===== config.mk =====
export PLATFORM = sky130hd
export DESIGN_NAME = ram_pair_reader
export DESIGN_NICKNAME = d
export VERILOG_FILES = /design/src/rtl/ram_pair_reader_pkg.sv /design/src/rtl/ram_pair_reader_pair_capture.sv /design/src/rtl/ram_pair_reader.sv
export SDC_FILE = /design/constraint.sdc
export NUM_CORES = 1
export LEC_CHECK = 0
export BUFFER_PORTS_ARGS = -buffer_cell sky130_fd_sc_hd__buf_4
export CAP_MARGIN = 15
export CORE_AREA = 2 2 188 190
export DETAILED_ROUTE_END_ITERATION = 8
export DIE_AREA = 0 0 190 192
export PLACE_DENSITY_LB_ADDON = 0.12
export SYNTH_ARGS = -nofsm -noshare
export SYNTH_HDL_FRONTEND = slang
export SYNTH_SLANG_ARGS = --single-unit

===== constraint.sdc =====
create_clock -name clk -period 4.1 [get_ports clk]
set_input_delay 0.41 -clock clk [delete_from_list [all_inputs] [get_ports clk]]
set_output_delay 0.41 -clock clk [all_outputs]
set_load 0.05 [all_outputs]

===== src/rtl/ram_pair_reader_pkg.sv =====
// Shared constants and FSM encoding for the RAM pair read path.
package ram_pair_reader_pkg;

  localparam int unsigned DefAddrW = 8;
  localparam int unsigned DefDataW = 32;

  typedef enum logic [1:0] {
    StIdle,
    StRead,
    StDrain,
    StFinish
  } state_e;

endpackage


===== src/rtl/ram_pair_reader_pair_capture.sv =====
// Output stage: registers RAM read pairs and keeps the running total of earlier pairs.
module ram_pair_reader_pair_capture
  import ram_pair_reader_pkg::*;
#(
  parameter int unsigned DATA_W = DefDataW
) (
  input  logic              clk,
  input  logic              rst,
  input  logic              clr_i,
  input  logic              cap_i,
  input  logic [DATA_W-1:0] dout1_i,
  input  logic [DATA_W-1:0] dout2_i,
  output logic [DATA_W-1:0] data1_o,
  output logic [DATA_W-1:0] data2_o,
  output logic [DATA_W-1:0] sum_o,
  output logic              valid_o
);

  logic [DATA_W-1:0] data1_q, data1_d;
  logic [DATA_W-1:0] data2_q, data2_d;
  logic [DATA_W-1:0] sum_q, sum_d;
  logic [DATA_W-1:0] acc_q, acc_d;
  logic              valid_q, valid_d;

  always_comb begin
    data1_d = data1_q;
    data2_d = data2_q;
    sum_d   = sum_q;
    acc_d   = acc_q;
    valid_d = 1'b0;
    if (clr_i) begin
      sum_d = '0;
      acc_d = '0;
    end else if (cap_i) begin
      data1_d = dout1_i;
      data2_d = dout2_i;
      // sum_o carries the total before this pair; the downstream adder completes it.
      sum_d   = acc_q;
      acc_d   = acc_q + dout1_i + dout2_i;
      valid_d = 1'b1;
    end
  end

  always_ff @(posedge clk) begin
    if (rst) begin
      data1_q <= '0;
      data2_q <= '0;
      sum_q   <= '0;
      acc_q   <= '0;
      valid_q <= 1'b0;
    end else begin
      data1_q <= data1_d;
      data2_q <= data2_d;
      sum_q   <= sum_d;
      acc_q   <= acc_d;
      valid_q <= valid_d;
    end
  end

  assign data1_o = data1_q;
  assign data2_o = data2_q;
  assign sum_o   = sum_q;
  assign valid_o = valid_q;

endmodule


===== src/rtl/ram_pair_reader.sv =====
// Read sequencer: walks a block of RAM words two per cycle and feeds the final-sum adder.
module ram_pair_reader
  import ram_pair_reader_pkg::*;
#(
  parameter int unsigned ADDR_W = DefAddrW,
  parameter int unsigned DATA_W = DefDataW
) (
  input  logic              clk,
  input  logic              rst,
  input  logic              start,
  input  logic [ADDR_W-1:0] base_addr,
  input  logic [ADDR_W-1:0] num_pairs,
  output logic              busy,
  output logic              done,
  output logic              rd_en,
  output logic [ADDR_W-1:0] rd_addr1,
  output logic [ADDR_W-1:0] rd_addr2,
  input  logic [DATA_W-1:0] ram_dout1,
  input  logic [DATA_W-1:0] ram_dout2,
  output logic [DATA_W-1:0] data1_from_ram,
  output logic [DATA_W-1:0] data2_from_ram,
  output logic [DATA_W-1:0] sum_0,
  output logic              pair_valid
);

  state_e            state_q;
  logic              busy_q;
  logic              done_q;
  logic              rd_en_q;
  logic              rd_en_dly_q;
  logic [ADDR_W-1:0] addr1_q;
  logic [ADDR_W-1:0] addr2_q;
  logic [ADDR_W-1:0] left_q;
  logic              accept;

  assign accept = (state_q == StIdle) && start;

  always_ff @(posedge clk) begin
    if (rst) begin
      state_q     <= StIdle;
      busy_q      <= 1'b0;
      done_q      <= 1'b0;
      rd_en_q     <= 1'b0;
      rd_en_dly_q <= 1'b0;
      addr1_q     <= '0;
      addr2_q     <= '0;
      left_q      <= '0;
    end else begin
      rd_en_dly_q <= rd_en_q;
      case (state_q)
        StIdle: begin
          if (start) begin
            if (num_pairs != '0) begin
              state_q <= StRead;
              busy_q  <= 1'b1;
              rd_en_q <= 1'b1;
              addr1_q <= base_addr;
              addr2_q <= base_addr + ADDR_W'(1);
              left_q  <= num_pairs - ADDR_W'(1);
            end else begin
              state_q <= StFinish;
              done_q  <= 1'b1;
            end
          end
        end
        StRead: begin
          if (left_q == '0) begin
            state_q <= StDrain;
            rd_en_q <= 1'b0;
          end else begin
            addr1_q <= addr1_q + ADDR_W'(2);
            addr2_q <= addr2_q + ADDR_W'(2);
            left_q  <= left_q - ADDR_W'(1);
          end
        end
        StDrain: begin
          // Once the delayed enable drops, the last pair is on the outputs this cycle.
          if (!rd_en_dly_q) begin
            state_q <= StFinish;
            busy_q  <= 1'b0;
            done_q  <= 1'b1;
          end
        end
        StFinish: begin
          state_q <= StIdle;
          done_q  <= 1'b0;
        end
        default: state_q <= StIdle;
      endcase
    end
  end

  ram_pair_reader_pair_capture #(
    .DATA_W(DATA_W)
  ) u_pair_capture (
    .clk    (clk),
    .rst    (rst),
    .clr_i  (accept),
    .cap_i  (rd_en_dly_q),
    .dout1_i(ram_dout1),
    .dout2_i(ram_dout2),
    .data1_o(data1_from_ram),
    .data2_o(data2_from_ram),
    .sum_o  (sum_0),
    .valid_o(pair_valid)
  );

  assign busy     = busy_q;
  assign done     = done_q;
  assign rd_en    = rd_en_q;
  assign rd_addr1 = addr1_q;
  assign rd_addr2 = addr2_q;

endmodule


==> impl_results.md, run 1 <==
* Outcome: finished, final reports clean
* Number of global-route vias before repair at 7337
* Share of synthesized flip-flops with an asynchronous set or reset at 0%
* Nets at 1327
* CP endpoint: u_pair_capture.acc_q[28]$_SDFFE_PP0P_
* Max_slew headroom at 33.1%
* Chip height at 192 um
* Syn Area/Cell at 8.48 um2
* Worst Path Arrival at 3840 ps
* CTS buffer count at 17
* Post-CTS Setup Bufs at 0
* Top-Level Pins at 199
* Crit path launch: u_pair_capture.acc_q[2]$_SDFFE_PP0P_
* Synth Flop Type: dfxtp_1
* Post-CTS Resized at 0
* Slowest-stage cell, CP: fa_1
* DR pass1 iterations at 4
* Vias/cell at 4.54
* Endpoints failing hold at 0
* CTS Hold Bufs at 0
* Drc violations at 0
* Most frequent cells in the layout: 210 x buf_4, 186 x nand2_1, 158 x dfxtp_1
* Synth unique cells at 59
* GP Congestion at 0.802
* CP peak stage delay at 490 ps
* DR iter-0 viols at 272
* Total power at 6780 uW
* Pwr/cell area at 611 nW/um2
* Seq/Total Area, Yosys at 37.6%
* Largest net degree at the start of global routing at 66
* Antenna violations before repair at 0
* Final setup viols at 0
* Starting Density at 24.7%
* WP depth at 10
* Clock-pin slew on the worst setup and hold paths at 70 ps
* Final HPWL DP at 19600 um
* Clock Latency Late Sink at 440 ps
* EDFF count, synth at 0
* Max-cap violations at 0
* Crit Path Category: reg2reg
* Synthesized area at 8470 um2
* Slew @ Worst Pin at 1000 ps
* Layout cells sized above 1 at 21.9%
* # clock sinks at 159
* Routed WL at 26800 um
* Post-route cell area at 11100 um2
* Layout area overhead at 30.8%
* Syn Nets at 1152
* HP Class: in2reg
* Die area at 36500 um2
* All-Layer GR Usage at 14.9%
* Worst r2r dst: u_pair_capture.acc_q[28]$_SDFFE_PP0P_
* Total number of vias at 7452
* Flop-to-flop setup slack at 590 ps
* Fin. max-slew vios at 0
* Required time worst endpoint at 4430 ps
* FF+latch count, synth at 159
* Crit-path cells: fa_1 > ha_1 > a211oi_1 > nor2_1 > o311ai_0 > a21oi_1 > o211ai_1 > nand2_1 > a221oi_1 > mux2_2
* RSZ-0062 raised after global routing: false
* Maximum clock path buffer count at 2
* Pleak at 0.00456 uW
* First-pass GRT wire length at 42000 um
* Max IR drop VDD at 0.403 mV
* Root Driver: clkbuf_16
* CTS H-Tree Depth at 4
* Reg2Reg Depth at 10
* Worst r2r src: u_pair_capture.acc_q[2]$_SDFFE_PP0P_
* Crit path max fanout at 4
* Top delay family on crit path: compound AO/OA/AOI/OAI gates
* Setup crit start kind: flop
* Die extent in x at 190 um
* Grt ovf at 0
* DP Area at 10400 um2
* CP Capture Type: flop
* Min Tclk post-route at 3510 ps
* Synth Instances at 999
* Core region area at 34300 um2
* Diode count at 0
* Worst Clk Skew at 11.2 ps
* Routed Antenna Nets at 0
* Row count at 68
* Final setup TNS at 0 ps
* Final period util at 85.5%
* WL/cell at 16.3 um
* Buf/Inv on CP at 0
* Most common cell after layout, fill and taps aside: buf_4
* IO Port Bufs at 198
* CTS tree: yes
* Fmax at 0.285 GHz
* Ys Warns at 0
metal layers:
| layer | vias up | GRT usage, % | wire length (um) |
|---|---|---|---|
| li1 | 3813 | - | - |
| met1 | 3485 | 19.2 | 12400 |
| met2 | 136 | 24.5 | 12700 |
| met3 | 18 | 3.87 | 1410 |
| met4 | 0 | 4.11 | 295 |
| met5 | - | 0 | 0 |
how the worst min path moves through the flow:
stage | startpoint | endpoint | slack [ps] | cells after the start
after global routing | base_addr[0] | rd_addr2[0]$_SDFFE_PP0P_ | 190 | 2
after CTS | base_addr[0] | rd_addr2[0]$_SDFFE_PP0P_ | 160 | 2
after detailed placement | u_pair_capture.data2_o[14]$_SDFFE_PP0P_ | u_pair_capture.data2_o[14]$_SDFFE_PP0P_ | 450 | 2
after floorplan | left_q[7]$_SDFFE_PP0P_ | left_q[7]$_SDFFE_PP0P_ | 430 | 2
final | base_addr[0] | rd_addr2[0]$_SDFFE_PP0P_ | 190 | 2
after global placement | u_pair_capture.data2_o[29]$_SDFFE_PP0P_ | u_pair_capture.data2_o[29]$_SDFFE_PP0P_ | 440 | 2
through the flow:
stage          std cells  utilization [%]  hold slack [ps]  setup WS (ps)
2_1_floorplan        999                -              432            988
3_3_place_gp        1610             30.4              443            433
3_5_place_dp        1610             30.4              448            337
4_1_cts             1642             32.3              164            557
5_1_grt             1642             32.3              187            234
6_report            1642             32.3              189            593
where the power goes:
group	internal, uW	switching, uW
clock network	1080	702
registers	1780	207
logic	1080	1940
cells in the mapped netlist (all sizes together), types with 15 or more instances:
cell	count	area [um2]
nand2	188	708
dfxtp	159	3180
a21oi	120	604
nor2	96	360
mux2i	54	541
clkbuf	45	169
o21ai	39	195
ha	38	475
fa	32	641
nand3	20	105
xnor2	20	175
inv	18	67.6
a22o	15	131
flip-flops by register name, summed over array words and instances (netlist names):
name / flops
busy: 1
done: 1
left_q: 8
rd_addr1: 8
rd_addr2: 8
rd_en: 1
rd_en_dly_q: 1
state_q: 2
u_pair_capture.acc_q: 32
u_pair_capture.data1_o: 32
u_pair_capture.data2_o: 32
u_pair_capture.sum_o: 32
u_pair_capture.valid_o: 1
layout make-up:
| class | count | area, um2 |
|---|---|---|
| Clock inverter | 12 | 181 |
| Inverter | 19 | 71.3 |
| Clock buffer | 20 | 468 |
| Fill cell | 3653 | 23200 |
| Tap cell | 455 | 569 |
| Timing Repair Buffer | 210 | 1580 |
| Sequential cell | 159 | 3190 |
| Multi-Input combinational cell | 767 | 5030 |
cell families (layout without fill, tap and decap cells):
family	count (synthesis)	after routing	share of synthesized area (%)
AO/OA/AOI/OAI	251	251	18.3
XOR/XNOR	33	33	3.41
adder cells (fa/ha/maj)	70	70	13.2
buffers and inverters	73	261	3.28
multiplexers	55	55	6.51
flip-flops	159	159	37.6
AND/OR/NAND/NOR	358	358	17.8
Note: power is estimated with default switching activity, not from simulation.
==> run 2: changes to the inputs <==
- ABC_AREA: not set -> 1
- CORE_AREA: 2 2 188 190 -> 2 2 197 199
- CTS_CLUSTER_DIAMETER: not set -> 120
- DIE_AREA: 0 0 190 192 -> 0 0 199 201
==> run 2 against run 1 <==
Effect of this change: total power grew 5.3%; area after synthesis up 10%; clock skew up 0.80 ps; utilization fell by 1.2 points; register-to-register slack improved by 820 ps; sequential share of layout area down 1.9 points; via count grew 19%; combinational power grew 13%; sequential cell count unchanged; first-iteration DRC count is 55% higher; largest power group unchanged; highest routed layer unchanged.
==> impl_results.md, run 2 <==
* Synth unique cells at 45 (was 59)
* Reg2Reg Depth at 13 (was 10)
* Largest net degree at the start of global routing at 82 (was 66)
* Clock Latency Late Sink at 450 ps (was 440 ps)
* WL/cell at 14.8 um (was 16.3 um)
* CP peak stage delay at 480 ps (was 490 ps)
* Endpoints failing hold at 0 (unchanged)
* IO Port Bufs at 198 (unchanged)
* Maximum clock path buffer count at 2 (unchanged)
* CP Capture Type: flop (unchanged)
* Most frequent cells in the layout: 326 x nand2_1, 260 x nor2_1, 206 x buf_4 (was 210 x buf_4, 186 x nand2_1, 158 x dfxtp_1)
* Post-CTS Resized at 0 (unchanged)
* Setup crit start kind: flop (unchanged)
* Max IR drop VDD at 0.307 mV (was 0.403 mV)
* Grt ovf at 0 (unchanged)
* Number of global-route vias before repair at 8687 (was 7337)
* Synth Flop Type: dfxtp_1 (unchanged)
* Worst r2r src: u_pair_capture.acc_q[1]$_SDFFE_PP0P_ (was u_pair_capture.acc_q[2]$_SDFFE_PP0P_)
* Share of synthesized flip-flops with an asynchronous set or reset at 0% (unchanged)
* Routed Antenna Nets at 0 (unchanged)
* Hold path cells at 3 (was 2)
* Top-count cell post-synth: nand2_1 (unchanged)
* Final setup viols at 0 (unchanged)
* All-Layer GR Usage at 15.8% (was 14.9%)
* Min Tclk post-route at 2690 ps (was 3510 ps)
* Post-CTS Setup Bufs at 0 (unchanged)
* Synth Area in Compound Gates at 12.8% (was 18.3%)
* Post-synthesis adder-cell area fraction at 12.0% (was 13.2%)
* Vias/cell at 4.28 (was 4.54)
* First-pass GRT wire length at 48500 um (was 42000 um)
* FF+latch count, synth at 159 (unchanged)
* Crit path top cell by count: nand2_1
* Final setup TNS at 0 ps (unchanged)
* Syn Area/Cell at 6.80 um2 (was 8.48 um2)
* Top delay family on crit path: adder cells (was compound AO/OA/AOI/OAI gates)
* Die extent in x at 199 um (was 190 um)
* Layout cells sized above 1 at 17.7% (was 21.9%)
* Buf/Inv on CP at 1 (was 0)
* DR pass1 iterations at 4 (unchanged)
* Routed WL at 30700 um (was 26800 um)
* Worst Clk Skew at 12.0 ps (was 11.2 ps)
* Fmax at 0.372 GHz (was 0.285 GHz)
* Chip height at 201 um (was 192 um)
* Xor-xnor portion of the synthesized cell area at 2.43% (was 3.41%)
* Worst r2r dst: u_pair_capture.acc_q[17]$_SDFFE_PP0P_ (was u_pair_capture.acc_q[28]$_SDFFE_PP0P_)
* Total number of vias at 8868 (was 7452)
* GP Congestion at 0.829 (was 0.802)
* Crit Path Category: reg2reg (unchanged)
* EDFF count, synth at 0 (unchanged)
* # clock sinks at 159 (unchanged)
* Seq/Total Area, Yosys at 34.1% (was 37.6%)
* Die area at 40000 um2 (was 36500 um2)
* Crit-path cells: fa_1 > ha_1 > fa_1 > nand3_1 > nand3_1 > nand2_1 > nand2_1 > nand2_1 > nand2_1 > nand2_1 > nand2_1 > o21ai_1 > inv_1 (was fa_1 > ha_1 > a211oi_1 > nor2_1 > o311ai_0 > a21oi_1 > o211ai_1 > nand2_1 > a221oi_1 > mux2_2)
* Drc violations at 0 (unchanged)
* Post-synth top cells: 326 x nand2_1, 260 x nor2_1, 160 x inv_1, 159 x dfxtp_1, 93 x o21ai_0 (was 187 x nand2_1, 159 x dfxtp_1, 119 x a21oi_1, 96 x nor2_1, 54 x mux2i_1)
* Synth Instances at 1370 (was 999)
* Final HPWL DP at 23200 um (was 19600 um)
* Max-cap violations at 0 (unchanged)
* Layout area overhead at 27.3% (was 30.8%)
* Hold EP: u_pair_capture.data1_o[9]$_SDFFE_PP0P_ (was rd_addr2[0]$_SDFFE_PP0P_)
* HP Class: in2reg (unchanged)
* Pre-CTS setup slack at 1190 ps (was 337 ps)
* Worst Path Arrival at 3030 ps (was 3840 ps)
* CTS Hold Bufs at 0 (unchanged)
* Clock-pin slew on the worst setup and hold paths at 60 ps (was 70 ps)
* Required time worst endpoint at 4440 ps (was 4430 ps)
* Antenna violations before repair at 0 (unchanged)
* Core region area at 38100 um2 (was 34300 um2)
* Hold wc startpoint: ram_dout1[9] (was base_addr[0])
* Final period util at 65.6% (was 85.5%)
* Pleak at 0.00588 uW (was 0.00456 uW)
* DR iter-0 viols at 421 (was 272)
* Outcome: finished, final reports clean (unchanged)
* Flop-to-flop setup slack at 1410 ps (was 590 ps)
* Row count at 72 (was 68)
* CTS tree: yes (unchanged)
* Starting Density at 24.5% (was 24.7%)
* Synth area leaders: dfxtp_1 34%, nand2_1 13%, nor2_1 10% (was dfxtp_1 38%, nand2_1 8.3%, fa_1 7.6%)
* Fin. max-slew vios at 0 (unchanged)
* Slew @ Worst Pin at 1010 ps (was 1000 ps)
* Max_slew headroom at 32.9% (was 33.1%)
* Ys Warns at 0 (unchanged)
* Fraction of the mapped netlist area in simple logic gates at 28.9% (was 17.8%)
* Slowest-stage cell, CP: fa_1 (unchanged)
* Diode count at 0 (unchanged)
* RSZ-0062 raised after global routing: false (unchanged)
* Crit path max fanout at 4 (unchanged)
* Syn Nets at 1523 (was 1152)
* Top-area cell type share of the netlist area at 34.1% (was 37.6%)
* CTS H-Tree Depth at 4 (unchanged)
* Most common cell after layout, fill and taps aside: nand2_1 (was buf_4)
* Pwr/cell area at 601 nW/um2 (was 611 nW/um2)
* Nets at 1698 (was 1327)
* Post-synthesis mux area share at 0.107% (was 6.51%)
* CTS buffer count at 17 (unchanged)
* Largest area contributor in the netlist: dfxtp_1 (unchanged)
* Synthesized area at 9320 um2 (was 8470 um2)
* Final worst setup slack at 1410 ps (was 593 ps)
* Top-Level Pins at 199 (unchanged)
* Main combinational cell family by area after synthesis: simple AND/OR/NAND/NOR gates (was compound AO/OA/AOI/OAI gates)
* Root Driver: clkbuf_16 (unchanged)
-- run 2: kinds of logic (layout without fill, tap and decap cells) --
logic type,count (synthesis),in the layout
adder cells (fa/ha/maj),70,70
AND/OR/NAND/NOR,672,672
XOR/XNOR,25,25
multiplexers,1,1
buffers and inverters,221,407
flip-flops,159,159
AO/OA/AOI/OAI,222,222
-- run 2: worst reg2reg max path, delay by kind of cell, from the launching register on --
| kind | cells | cell delay (ps) |
|---|---|---|
| adders and majority gates | 3 | 1240 |
| and+or+nand+nor | 8 | 750 |
| DFF | 1 | 390 |
| AOI/OAI and AO/OA | 1 | 150 |
| buffers and inverters | 1 | 50 |
-- run 2: cell type report --
type / instances / area (um2)
fillers: 4254 / 26200
multi-input cells: 990 / 5240
clock buffers: 20 / 447
repair buffers: 207 / 1570
inverters: 170 / 643
flip-flops and latches: 159 / 3180
well taps: 518 / 648
clock inverters: 10 / 140
-- run 2: where the power goes --
group / leakage [uW] / total, uW / internal, uW / switching, uW
combinational: 0.00431 / 3420 / 1060 / 2360
clock: 0.000278 / 1670 / 966 / 701
sequential: 0.00130 / 2050 / 1840 / 213
-- run 2: through the flow --
stage	total power, uW	util [%]	instance area (um2)	hold WS [ps]	cells
detailed placement	5540	29.6	11300	439	2043
CTS	7270	31.1	11800	175	2073
global placement	5540	29.6	11300	434	2043
finish	7140	31.1	11900	208	2074
global route	7700	31.1	11900	204	2074
floorplan	4570	-	9320	444	1370
-- run 2: how the worst max path moves through the flow --
| stage | start | end | slack [ps] | cells past startpoint |
|---|---|---|---|---|
| floorplan | ram_dout1[1] | u_pair_capture.acc_q[21]$_SDFFE_PP0P_ | 1720 | 13 |
| finish | u_pair_capture.acc_q[1]$_SDFFE_PP0P_ | u_pair_capture.acc_q[17]$_SDFFE_PP0P_ | 1410 | 13 |
| global placement | ram_dout1[14] | u_pair_capture.acc_q[24]$_SDFFE_PP0P_ | 1200 | 12 |
| global route | u_pair_capture.acc_q[1]$_SDFFE_PP0P_ | u_pair_capture.acc_q[17]$_SDFFE_PP0P_ | 1190 | 13 |
| CTS | u_pair_capture.acc_q[1]$_SDFFE_PP0P_ | u_pair_capture.acc_q[23]$_SDFFE_PP0P_ | 1360 | 13 |
| detailed placement | ram_dout1[1] | u_pair_capture.acc_q[23]$_SDFFE_PP0P_ | 1190 | 14 |
-- run 2: layer usage --
layer  global-route usage [%]  up-vias  share of wire (%)
li1                         -     4630                  -
met1                     21.1     4066                 49
met2                     25.7      150                 46
met3                     2.86       22                3.6
met4                     5.14        0                1.5
met5                        0        -                  0
==> run 3: changes to the inputs <==
- clock period: 4.1 -> 2.7 ns (I/O delays scaled with it)
==> run 3 against run 2 <==
Effect of this change: worst setup slack got worse by 1200 ps; clock skew is 2.8 ps lower; combinational power grew 55%; global-route usage decreased by 0.085 points; sequential cell count stayed put; maximum frequency up 7.2%; final cell count rose by 0.68%; first-iteration DRC count is 12% lower; critical path type unchanged.
==> impl_results.md, run 3 (same netlist as run 2, synthesis figures left out) <==
* Antenna violations before repair at 0 (unchanged)
* Total number of vias at 8914 (was 8868)
* Max-cap violations at 0 (unchanged)
* Most frequent cells in the layout: 326 x nand2_1, 257 x nor2_1, 217 x buf_4 (was 326 x nand2_1, 260 x nor2_1, 206 x buf_4)
* CTS H-Tree Depth at 4 (unchanged)
* Fmax at 0.399 GHz (was 0.372 GHz)
* DR pass1 iterations at 5 (was 4)
* HP Class: in2reg (unchanged)
* RSZ-0062 raised after global routing: false (unchanged)
* Vias/cell at 4.27 (was 4.28)
* Starting Density at 24.5% (unchanged)
* First-pass GRT wire length at 48600 um (was 48500 um)
* Fillers at 4199 (was 4254)
* CP Capture Type: flop (unchanged)
* Pleak at 0.00594 uW (was 0.00588 uW)
* Fin. max-slew vios at 0 (unchanged)
* Final setup viols at 0 (unchanged)
* Die area at 40000 um2 (unchanged)
* Min Tclk post-route at 2510 ps (was 2690 ps)
* Top-Level Pins at 199 (unchanged)
* Clock Latency Late Sink at 440 ps (was 450 ps)
* Maximum clock path buffer count at 2 (unchanged)
* GP Congestion at 0.823 (was 0.829)
* Row count at 72 (unchanged)
* Endpoints failing hold at 0 (unchanged)
* DP Area at 11400 um2 (was 11300 um2)
* # clock sinks at 159 (unchanged)
* Outcome: finished, final reports clean (unchanged)
* Setup crit start kind: flop (unchanged)
* Routed Antenna Nets at 0 (unchanged)
* All-Layer GR Usage at 15.7% (was 15.8%)
* Clock-pin slew on the worst setup and hold paths at 70 ps (was 60 ps)
* WL/cell at 14.6 um (was 14.8 um)
* Drc violations at 0 (unchanged)
* Max IR drop VDD at 0.440 mV (was 0.307 mV)
* Required time worst endpoint at 3050 ps (was 4440 ps)
* Grt ovf at 0 (unchanged)
* Die extent in x at 199 um (unchanged)
* CTS buffer count at 17 (unchanged)
* Max_slew headroom at 38.4% (was 32.9%)
* Nets at 1710 (was 1698)
* Post-route cell area at 12000 um2 (was 11900 um2)
* Root Driver: clkbuf_16 (unchanged)
* Flop-to-flop setup slack at 190 ps (was 1410 ps)
* IO Port Bufs at 198 (unchanged)
* Pwr/cell area at 905 nW/um2 (was 601 nW/um2)
* Crit path max fanout at 4 (unchanged)
* Final HPWL DP at 23000 um (was 23200 um)
* Routed WL at 30600 um (was 30700 um)
* Most common cell after layout, fill and taps aside: nand2_1 (unchanged)
* Layout area overhead at 28.6% (was 27.3%)
* Chip height at 201 um (unchanged)
* Layout cells sized above 1 at 19.0% (was 17.7%)
* Worst Clk Skew at 9.21 ps (was 12.0 ps)
* CTS tree: yes (unchanged)
* Final period util at 92.9% (was 65.6%)
* Worst Path Arrival at 2850 ps (was 3030 ps)
* Total power at 10800 uW (was 7140 uW)
* Largest net degree at the start of global routing at 82 (unchanged)
* Slew @ Worst Pin at 924 ps (was 1010 ps)
* Crit Path Category: reg2reg (unchanged)
* Core region area at 38100 um2 (unchanged)
* Number of global-route vias before repair at 8682 (was 8687)
* CTS Hold Bufs at 0 (unchanged)
* Diode count at 0 (unchanged)
* DR iter-0 viols at 372 (was 421)
* Final design utilization at 31.5% (was 31.1%)
==> run 3: area by class of cell <==
cell class	count	area, um2	share of cell area (%)
Clock buffer	18	439	3.66
Clock inverter	14	133	1.11
Inverter	170	643	5.37
Multi-Input combinational cell	990	5270	44.0
Sequential cell	159	3180	26.6
Tap cell	518	648	5.41
Timing Repair Buffer	219	1670	13.9
==> run 3: worst paths after layout <==
| kind | cells past startpoint | endpoint | start |
|---|---|---|---|
| setup / recovery | 13 | u_pair_capture.acc_q[31]$_SDFFE_PP0P_ | u_pair_capture.acc_q[1]$_SDFFE_PP0P_ |
| hold / removal | 3 | u_pair_capture.data2_o[12]$_SDFFE_PP0P_ | ram_dout2[12] |
| setup reg to reg | 13 | u_pair_capture.acc_q[31]$_SDFFE_PP0P_ | u_pair_capture.acc_q[1]$_SDFFE_PP0P_ |
| hold reg to reg | 2 | rd_en_dly_q$_SDFF_PP0_ | rd_en$_SDFFE_PP0P_ |
==> run 3: where the power goes <==
group | internal, uW | switching (uW)
clock | 1310 | 1140
combinational | 1680 | 3620
sequential | 2790 | 321
total | 5770 | 5080
==> run 3: layer usage <==
layer  track usage, %  up-vias  share of wire [%]
li1                 -     4665                  -
met1             21.5     4076                 49
met2             25.6      160                 46
met3             3.02       13                4.1
met4             3.52        0               0.88
met5                0        -                  0
==> run 3: critical path: stages, from the launching register on <==
cell	delay [ps]
dfxtp_1	390
fa_1	440
ha_2	240
fa_2	390
nand2_1	80
nand3_1	160
nand2_1	120
nand2_1	160
nand2_1	130
nand2_1	60
nand2_1	60
nand3_1	60
nand2_1	90
inv_1	30
==> run 3: timing repair <==
item                       CTS  global route
gates resized for setup      0             7
setup buffers                0             0
setup endpoints to repair    0            14
==> run 3: through the flow <==
step	hold WS, ps	worst slack, ps	instances	setup TNS (ps)
after detailed placement	434	-34.0	2056	-81.8
after floorplan	405	446	1370	0
after global routing	57.2	9.64	2088	0
after CTS	46.7	18.3	2088	0
after global placement	430	-14.0	2056	-20.5
final	73.9	191	2088	0
